File: config.mk
export PLATFORM = sky130hd
export DESIGN_NAME = fractal_cu_sync_flat
export DESIGN_NICKNAME = d
export VERILOG_FILES = /design/src/rtl/fractal_cu_sync_if.sv /design/src/rtl/fractal_cu_sync.sv /design/src/flat_wrapper.sv
export SDC_FILE = /design/constraint.sdc
export NUM_CORES = 1
export LEC_CHECK = 0
export BUFFER_PORTS_ARGS = -buffer_cell sky130_fd_sc_hd__buf_2
export CORE_AREA = 4 4 52 54
export CTS_CLUSTER_DIAMETER = 60
export DETAILED_ROUTE_END_ITERATION = 10
export DIE_AREA = 0 0 56 58
export PLACE_DENSITY = 0.74
export SYNTH_ARGS = -nofsm -noshare
export SYNTH_HDL_FRONTEND = slang
export SYNTH_SLANG_ARGS = --single-unit
File: constraint.sdc
create_clock -name clk_i -period 2.3 [get_ports clk_i]
set_input_delay 0.23 -clock clk_i [delete_from_list [all_inputs] [get_ports clk_i]]
set_output_delay 0.23 -clock clk_i [all_outputs]
set_load 0.01 [all_outputs]
File: src/rtl/fractal_cu_sync_if.sv
// CU <-> fractal_cu_sync bundle: barrier request/response handshake plus the
// sync/wake/error port facing the first fractal_sync level.
interface fractal_cu_sync_if #(
    parameter int LVL_WIDTH = 3
);
    logic                 req_valid_i;
    logic                 req_ready_o;
    logic [LVL_WIDTH-1:0] req_level_i;
    logic                 rsp_valid_o;
    logic                 rsp_ready_i;
    logic                 rsp_error_o;
    logic                 rsp_timeout_o;
    logic                 sync_o;
    logic [LVL_WIDTH-1:0] level_o;
    logic                 wake_i;
    logic                 error_i;
    logic                 stray_o;

    modport slave (
        input  req_valid_i, req_level_i, rsp_ready_i, wake_i, error_i,
        output req_ready_o, rsp_valid_o, rsp_error_o, rsp_timeout_o,
        output sync_o, level_o, stray_o
    );

    modport master (
        output req_valid_i, req_level_i, rsp_ready_i, wake_i, error_i,
        input  req_ready_o, rsp_valid_o, rsp_error_o, rsp_timeout_o,
        input  sync_o, level_o, stray_o
    );
endinterface

File: src/rtl/fractal_cu_sync.sv
// CU-side barrier port: one request at a time becomes a single sync pulse to
// the fractal tree, then waits for wake/error (or timeout) and answers the CU.
module fractal_cu_sync #(
    parameter int LEVELS         = 2,
    parameter int LVL_WIDTH      = LEVELS + 1,
    parameter int TIMEOUT_CYCLES = 1024
) (
    input  logic               clk_i,
    input  logic               rstn_i,
    fractal_cu_sync_if.slave   bus
);
    localparam int CNT_W = (TIMEOUT_CYCLES > 0) ? $clog2(TIMEOUT_CYCLES + 1) : 1;
    localparam logic [CNT_W-1:0] CNT_MAX = CNT_W'(TIMEOUT_CYCLES);

    typedef enum logic [1:0] {ST_IDLE, ST_REQ, ST_WAIT, ST_RSP} state_t;

    state_t               r_state, w_state_n;
    logic                 r_err, w_err_n;
    logic                 r_tmo, w_tmo_n;
    logic [CNT_W-1:0]     r_cnt, w_cnt_n;
    logic [LVL_WIDTH-1:0] r_level;
    logic                 r_stray;
    logic                 w_legal;
    logic                 w_expired;

    assign w_legal   = (bus.req_level_i != '0) && (bus.req_level_i <= LVL_WIDTH'(LEVELS));
    assign w_expired = (TIMEOUT_CYCLES != 0) && (r_cnt == CNT_MAX);

    always_ff @(posedge clk_i or negedge rstn_i) begin
        if (!rstn_i) begin
            r_state <= ST_IDLE;
            r_err   <= 1'b0;
            r_tmo   <= 1'b0;
            r_cnt   <= '0;
            r_stray <= 1'b0;
        end else begin
            r_state <= w_state_n;
            r_err   <= w_err_n;
            r_tmo   <= w_tmo_n;
            r_cnt   <= w_cnt_n;
            r_stray <= r_stray | ((bus.wake_i | bus.error_i) & (r_state != ST_WAIT));
        end
    end

    // Level is pure payload; it is only observed while the FSM sits in REQ.
    always_ff @(posedge clk_i) begin
        if (r_state == ST_IDLE && bus.req_valid_i) begin
            r_level <= bus.req_level_i;
        end
    end

    always_comb begin
        w_state_n = r_state;
        w_err_n   = r_err;
        w_tmo_n   = r_tmo;
        w_cnt_n   = r_cnt;
        case (r_state)
            ST_IDLE: begin
                if (bus.req_valid_i) begin
                    if (w_legal) begin
                        w_state_n = ST_REQ;
                    end else begin
                        w_state_n = ST_RSP;
                        w_err_n   = 1'b1;
                        w_tmo_n   = 1'b0;
                    end
                end
            end
            ST_REQ: begin
                w_cnt_n   = '0;
                w_state_n = ST_WAIT;
            end
            ST_WAIT: begin
                // Tree events outrank an expiry landing in the same cycle.
                if (bus.error_i || bus.wake_i) begin
                    w_state_n = ST_RSP;
                    w_err_n   = bus.error_i;
                    w_tmo_n   = 1'b0;
                end else if (w_expired) begin
                    w_state_n = ST_RSP;
                    w_err_n   = 1'b1;
                    w_tmo_n   = 1'b1;
                end else if (r_cnt != CNT_MAX) begin
                    w_cnt_n = r_cnt + 1'b1;
                end
            end
            ST_RSP: begin
                if (bus.rsp_ready_i) begin
                    w_state_n = ST_IDLE;
                end
            end
            default: w_state_n = ST_IDLE;
        endcase
    end

    assign bus.req_ready_o   = (r_state == ST_IDLE);
    assign bus.rsp_valid_o   = (r_state == ST_RSP);
    assign bus.rsp_error_o   = r_err & (r_state == ST_RSP);
    assign bus.rsp_timeout_o = r_tmo & (r_state == ST_RSP);
    assign bus.sync_o        = (r_state == ST_REQ);
    assign bus.level_o       = (r_state == ST_REQ) ? r_level : '0;
    assign bus.stray_o       = r_stray;
endmodule
File: src/flat_wrapper.sv
// flat-port wrapper written by rule: the top's interface ports become plain ports
module fractal_cu_sync_flat 
#(
    parameter int LEVELS         = 2,
    parameter int LVL_WIDTH      = LEVELS + 1,
    parameter int TIMEOUT_CYCLES = 1024
)
  (clk_i, rstn_i, bus_req_valid_i, bus_req_level_i, bus_rsp_ready_i, bus_wake_i, bus_error_i, bus_req_ready_o, bus_rsp_valid_o, bus_rsp_error_o, bus_rsp_timeout_o, bus_sync_o, bus_level_o, bus_stray_o);
  fractal_cu_sync_if #(.LVL_WIDTH(LVL_WIDTH)) bus_i ();
  input  logic clk_i;
  input  logic rstn_i;
  input wire logic [$bits(bus_i.req_valid_i)-1:0] bus_req_valid_i;
  input wire logic [$bits(bus_i.req_level_i)-1:0] bus_req_level_i;
  input wire logic [$bits(bus_i.rsp_ready_i)-1:0] bus_rsp_ready_i;
  input wire logic [$bits(bus_i.wake_i)-1:0] bus_wake_i;
  input wire logic [$bits(bus_i.error_i)-1:0] bus_error_i;
  output wire logic [$bits(bus_i.req_ready_o)-1:0] bus_req_ready_o;
  output wire logic [$bits(bus_i.rsp_valid_o)-1:0] bus_rsp_valid_o;
  output wire logic [$bits(bus_i.rsp_error_o)-1:0] bus_rsp_error_o;
  output wire logic [$bits(bus_i.rsp_timeout_o)-1:0] bus_rsp_timeout_o;
  output wire logic [$bits(bus_i.sync_o)-1:0] bus_sync_o;
  output wire logic [$bits(bus_i.level_o)-1:0] bus_level_o;
  output wire logic [$bits(bus_i.stray_o)-1:0] bus_stray_o;
  assign bus_i.req_valid_i = bus_req_valid_i;
  assign bus_i.req_level_i = bus_req_level_i;
  assign bus_i.rsp_ready_i = bus_rsp_ready_i;
  assign bus_i.wake_i = bus_wake_i;
  assign bus_i.error_i = bus_error_i;
  assign bus_req_ready_o = bus_i.req_ready_o;
  assign bus_rsp_valid_o = bus_i.rsp_valid_o;
  assign bus_rsp_error_o = bus_i.rsp_error_o;
  assign bus_rsp_timeout_o = bus_i.rsp_timeout_o;
  assign bus_sync_o = bus_i.sync_o;
  assign bus_level_o = bus_i.level_o;
  assign bus_stray_o = bus_i.stray_o;
  fractal_cu_sync #(.LEVELS(LEVELS), .LVL_WIDTH(LVL_WIDTH), .TIMEOUT_CYCLES(TIMEOUT_CYCLES)) u_core (.clk_i(clk_i), .rstn_i(rstn_i), .bus(bus_i));
endmodule
### Yosys cells after proc, flatten, opt, wreduce, memory -nomap -nowiden

Cells that the tools add are included.

* add/sub/neg operators: 1
* magnitude comparators: 1
* eq/ne operators: 13
* mux-type cells: 20
* bitwise gates (word level): 5
* reduce and logical (&&, ||, !) cells: 10

Operator list (number)
* 11-bit two-way mux: 3
* 11-bit one-hot mux with 2 select lines: 1
* 2-bit inequality test (second input constant): 6
* 11-bit by 1-bit adder with 11-bit output (second input constant): 1
* 11-bit equality test (second input constant): 1
* 11-bit inequality test (second input constant): 1
* 2-bit two-way mux: 5
* 2-bit one-hot mux with 4 select lines: 1
* 4-bit AND reduction: 2
* 1-bit two-way mux: 7
* 2-bit equality test (second input constant): 2
* 1-bit one-hot mux with 2 select lines: 2
* 2-bit nonzero test: 2
* 1-bit bitwise AND: 3
* 3-bit by 2-bit <= comparator with 1-bit output (second input constant): 1
* 3-bit two-way mux: 1
* 3-bit by 1-bit inequality test with 1-bit output (second input constant): 1
* 3-bit AND reduction: 1
* 3-bit nonzero test: 1
* 2-bit by 1-bit equality test with 1-bit output (second input constant): 1
* 1-bit logical AND: 2
* 2-bit zero test: 1
* 2-bit by 1-bit inequality test with 1-bit output (second input constant): 1
* 1-bit bitwise OR: 2
* 1-bit logical OR: 1

* register bits after elaboration: 19
* output and inout bits: 9
* word-level logic and storage cells: 56

### Depth between registers and ports, before layout

* depth after elaboration: 5
* depth in mapped cells: 7
* depth with buffers taken out: 6

### Least setup slack after synthesis

No wires, ideal clock.

* kind: register -> register
* start: reg u_core.r_state[0]
* end: reg u_core.r_cnt[9]
* data arrival time: 1581 ps
* path slack: 650 ps
* cell stages (with the launch flop): 7
* buffers on the path: 1
* clock period less this slack: 1650 ps
* cell sequence: dfrtp_1 -> inv_1 -> ha_1 -> clkbuf_2 -> nand2_1 -> or4_1 -> nand3_1

* cells in the longest elaborated chain, start to end: 3
* elaborated cells on any way between the ends: 8
* classes of those cells: eq/ne (5); mux (1); reduce/logical (2)

RTL lines
* from (decl): line fractal_cu_sync.sv:17 `state_t r_state, w_state_n;`
* from (signal assigned): line fractal_cu_sync.sv:37 `r_state <= w_state_n;`
* 2-bit equality test / 2-bit by 1-bit equality test with 1-bit output (equally long branches): line fractal_cu_sync.sv:57 `case (r_state)`
* 2-bit inequality test (no line) (tied with other cells)
* 4-bit AND reduction (no line)
* to (signal assigned): line fractal_cu_sync.sv:40 `r_cnt <= w_cnt_n;`
* to (decl): line fractal_cu_sync.sv:20 `logic [CNT_W-1:0] r_cnt, w_cnt_n;`

Parallel ways exist; a longest one is shown, timed or not.
A chain may end at the register's enable or synchronous reset.

### Final worst setup path

* start: reg u_core.r_state[0]
* end: reg u_core.r_state[0]

* cells in the longest elaborated chain, start to end: 3
* elaborated cells on any way between the ends: 9
* classes of those cells: eq/ne (6); mux (1); reduce/logical (2)

RTL lines (line)
* 2-bit equality test / 2-bit zero test (equally long branches): fractal_cu_sync.sv:57
* 3-bit by 1-bit inequality test with 1-bit output (no line) / 2-bit inequality test (equally long branches)
* 3-bit AND reduction (no line)

Parallel ways exist; a longest one is shown, timed or not.

==> results.ini <==
[timing]
fin_hold_ws_ns = 0.126
max_slew_margin_pct = 71.9
setup_ws_ns = 0.353
final.setup_skew_ns = 0.00900
rsz0062_at_grt = false
period_needed_ns = 1.95
setup_viol = 0
finalMaxSlewViolations = 0
final.period_utilization_pct = 84.7
hold_violations = 0
final.setup.tns_ns = 0
worst_pin_slew_ns = 0.418
max_freq_ghz = 0.514

[clock_network]
hold_buffers = 1
cts_sinks = 19
post_cts_resized = 0
cts_root_buffer = clkbuf_4
path_clk_slew_ns = 0.10
cts_made_buffers = 3
cts_setup_buffers = 0
clockBufferDepth = 2
clk_latency_ns = 0.30
cts_tree = done
htreeDepth = 1

[logic_synthesis]
synthTopCellsByArea = dfrtp_1, edfxtp_1, ha_1
ys.flop_type = dfrtp_1
syn_nets = 136
synth_cell_types = 43
synth_top_area_share_pct = 34.2
synth_top_area_cell = dfrtp_1
synth_edf_count = 3
avgSynthCellArea_um2 = 9.67
ys_ff_latch = 19
async_reset_ff_share_pct = 84.2
netlist_area_mm2 = 0.00117
seq_area_frac_synth_pct = 41.9
yosysWarnings = 0
synth_cells = 121

[floorplan]
io_pins = 18
initial_core_util_pct = 52.9
die_w_um = 56
rows = 17
die_y_um = 58
die-area_mm2 = 0.00325
fp.coreArea_mm2 = 0.00221

[global_route]
grt_max_degree = 17
antenna_found_initial = 0
first_global_vias = 976
grt_overflow = 0
grt_util_all_layers_pct = 16.7
grt_pass1_wl_mm = 4.22

[finish]
antenna_cells = 0
fillers = 203
fin_nets = 156
drive_gt1_share_pct = 22.9
area_growth_pct = 12.2
utilization_pct = 59.3
final_common_cell = buf_2
final_cell_mix = buf_2, dfrtp_1, inv_1, nand2_1

[detailed_routing]
drtIter0Drc = 32
ant_nets = 0
wirelength_mm = 2.46
post-route-drc-count = 0
drtPass1Iterations = 4
wl_per_cell_um = 14.6
routed-via-count = 1004
routed_via_density = 5.98

[setup_path]
crit_type = reg -> reg
r2r_slack_ns = 0.35
arrival_ns = 2.13
required_ns = 2.49
startpoint_type = flip-flop
crit_fanout = 11
worstSetupEndpointType = flip-flop

[job]
cap_violations = 0

[placement]
gp_congestion = 0.857
dp_slack_ns = 0.367
dp_hpwl_mm = 1.89
portBuffers = 17

[min_path]
hp-class = in -> reg

[power]
p_leak_nw = 0.591
vdd_ir_drop_max_mv = 0.626
power_mw = 1.18
power.density_mw_per_mm2 = 896

[status]
outcome = finished clean

-- state kept, by name, summed over array words and instances (netlist names) --
signal / flops
u_core.bus.stray_o: 1
u_core.r_cnt: 11
u_core.r_err: 1
u_core.r_level: 3
u_core.r_state: 2
u_core.r_tmo: 1
-- synthesized netlist by cell type (2+ instances only) --
cell        n
a31oi_1     2
edfxtp_1    3
o211ai_1    2
nor4_1      2
o31ai_1     2
nor2b_1     3
nand3_1     5
dfrtp_1    16
nand2_1     9
nor2_1      5
o21ai_0     6
o2bb2ai_1   2
or3_2       2
nand4_1     6
ha_1        6
inv_1      10
a21oi_1     6
a31o_2      2
nor3_1      2
clkbuf_2    2
and2_1      6
-- logic make-up (layout without fill, tap and decap cells) --
kind of cell | after synthesis | in the layout | share of synthesized area, %
AO/OA/AOI/OAI | 31 | 31 | 18.7
XOR/XNOR | 1 | 1 | 0.749
adder cells (fa/ha/maj) | 6 | 6 | 6.42
buffers and inverters | 14 | 33 | 5.03
flip-flops | 19 | 19 | 41.9
AND/OR/NAND/NOR | 50 | 50 | 27.2
-- final cells by class --
class | instances | area [µm²] | area share, %
multi-input cells | 88 | 621 | 47.3
repair buffers | 19 | 103 | 7.82
inverters | 10 | 37.5 | 2.86
flip-flops and latches | 19 | 490 | 37.4
clock buffers | 4 | 26.3 | 2.00
well taps | 28 | 35.0 | 2.67
-- per-stage QoR --
step	instance area (µm²)	std cells
finish	1310	168
floorplan	1170	121
global route	1310	168
CTS	1310	168
global placement	1280	163
detailed placement	1280	163
-- critical path: stages, from the launching register on --
cell and delay (ns):
dfrtp_1 0.43, inv_1 0.09, ha_1 0.39, inv_1 0.17, nor3_1 0.41, a211oi_2 0.14
o32a_2 0.20
-- final timing paths --
check                      cells after the start                           from                             to
setup / recovery                               6  u_core.r_state[0]$_DFFE_PN0P_  u_core.r_state[0]$_DFFE_PN0P_
hold / removal                                 1             bus_req_level_i[2]    u_core.r_level[2]$_DFFE_PP_
setup reg to reg                               6  u_core.r_state[0]$_DFFE_PN0P_  u_core.r_state[0]$_DFFE_PN0P_
hold reg to reg                                1   u_core.bus.stray_o$_DFF_PN0_   u_core.bus.stray_o$_DFF_PN0_
max in group asynchronous                      2                         rstn_i  u_core.r_state[0]$_DFFE_PN0P_
min in group asynchronous                      2                         rstn_i    u_core.r_cnt[8]$_DFFE_PN0P_
-- metal layers --
| layer | track usage [%] | share of wire [%] | vias to the layer above |
|---|---|---|---|
| met5 | 0 | 0 | - |
| met4 | 9.83 | 1.7 | 0 |
| met3 | 3.34 | 3.8 | 4 |
| met2 | 25.2 | 46 | 25 |
| met1 | 22.2 | 48 | 488 |
| li1 | - | - | 487 |
-- power by group --
part | internal (mW) | switching, mW
combinational | 0.227 | 0.360
clock | 0.0676 | 0.104
sequential | 0.386 | 0.0311
total | 0.681 | 0.495
No activity file was read; power rests on OpenSTA's default activity.
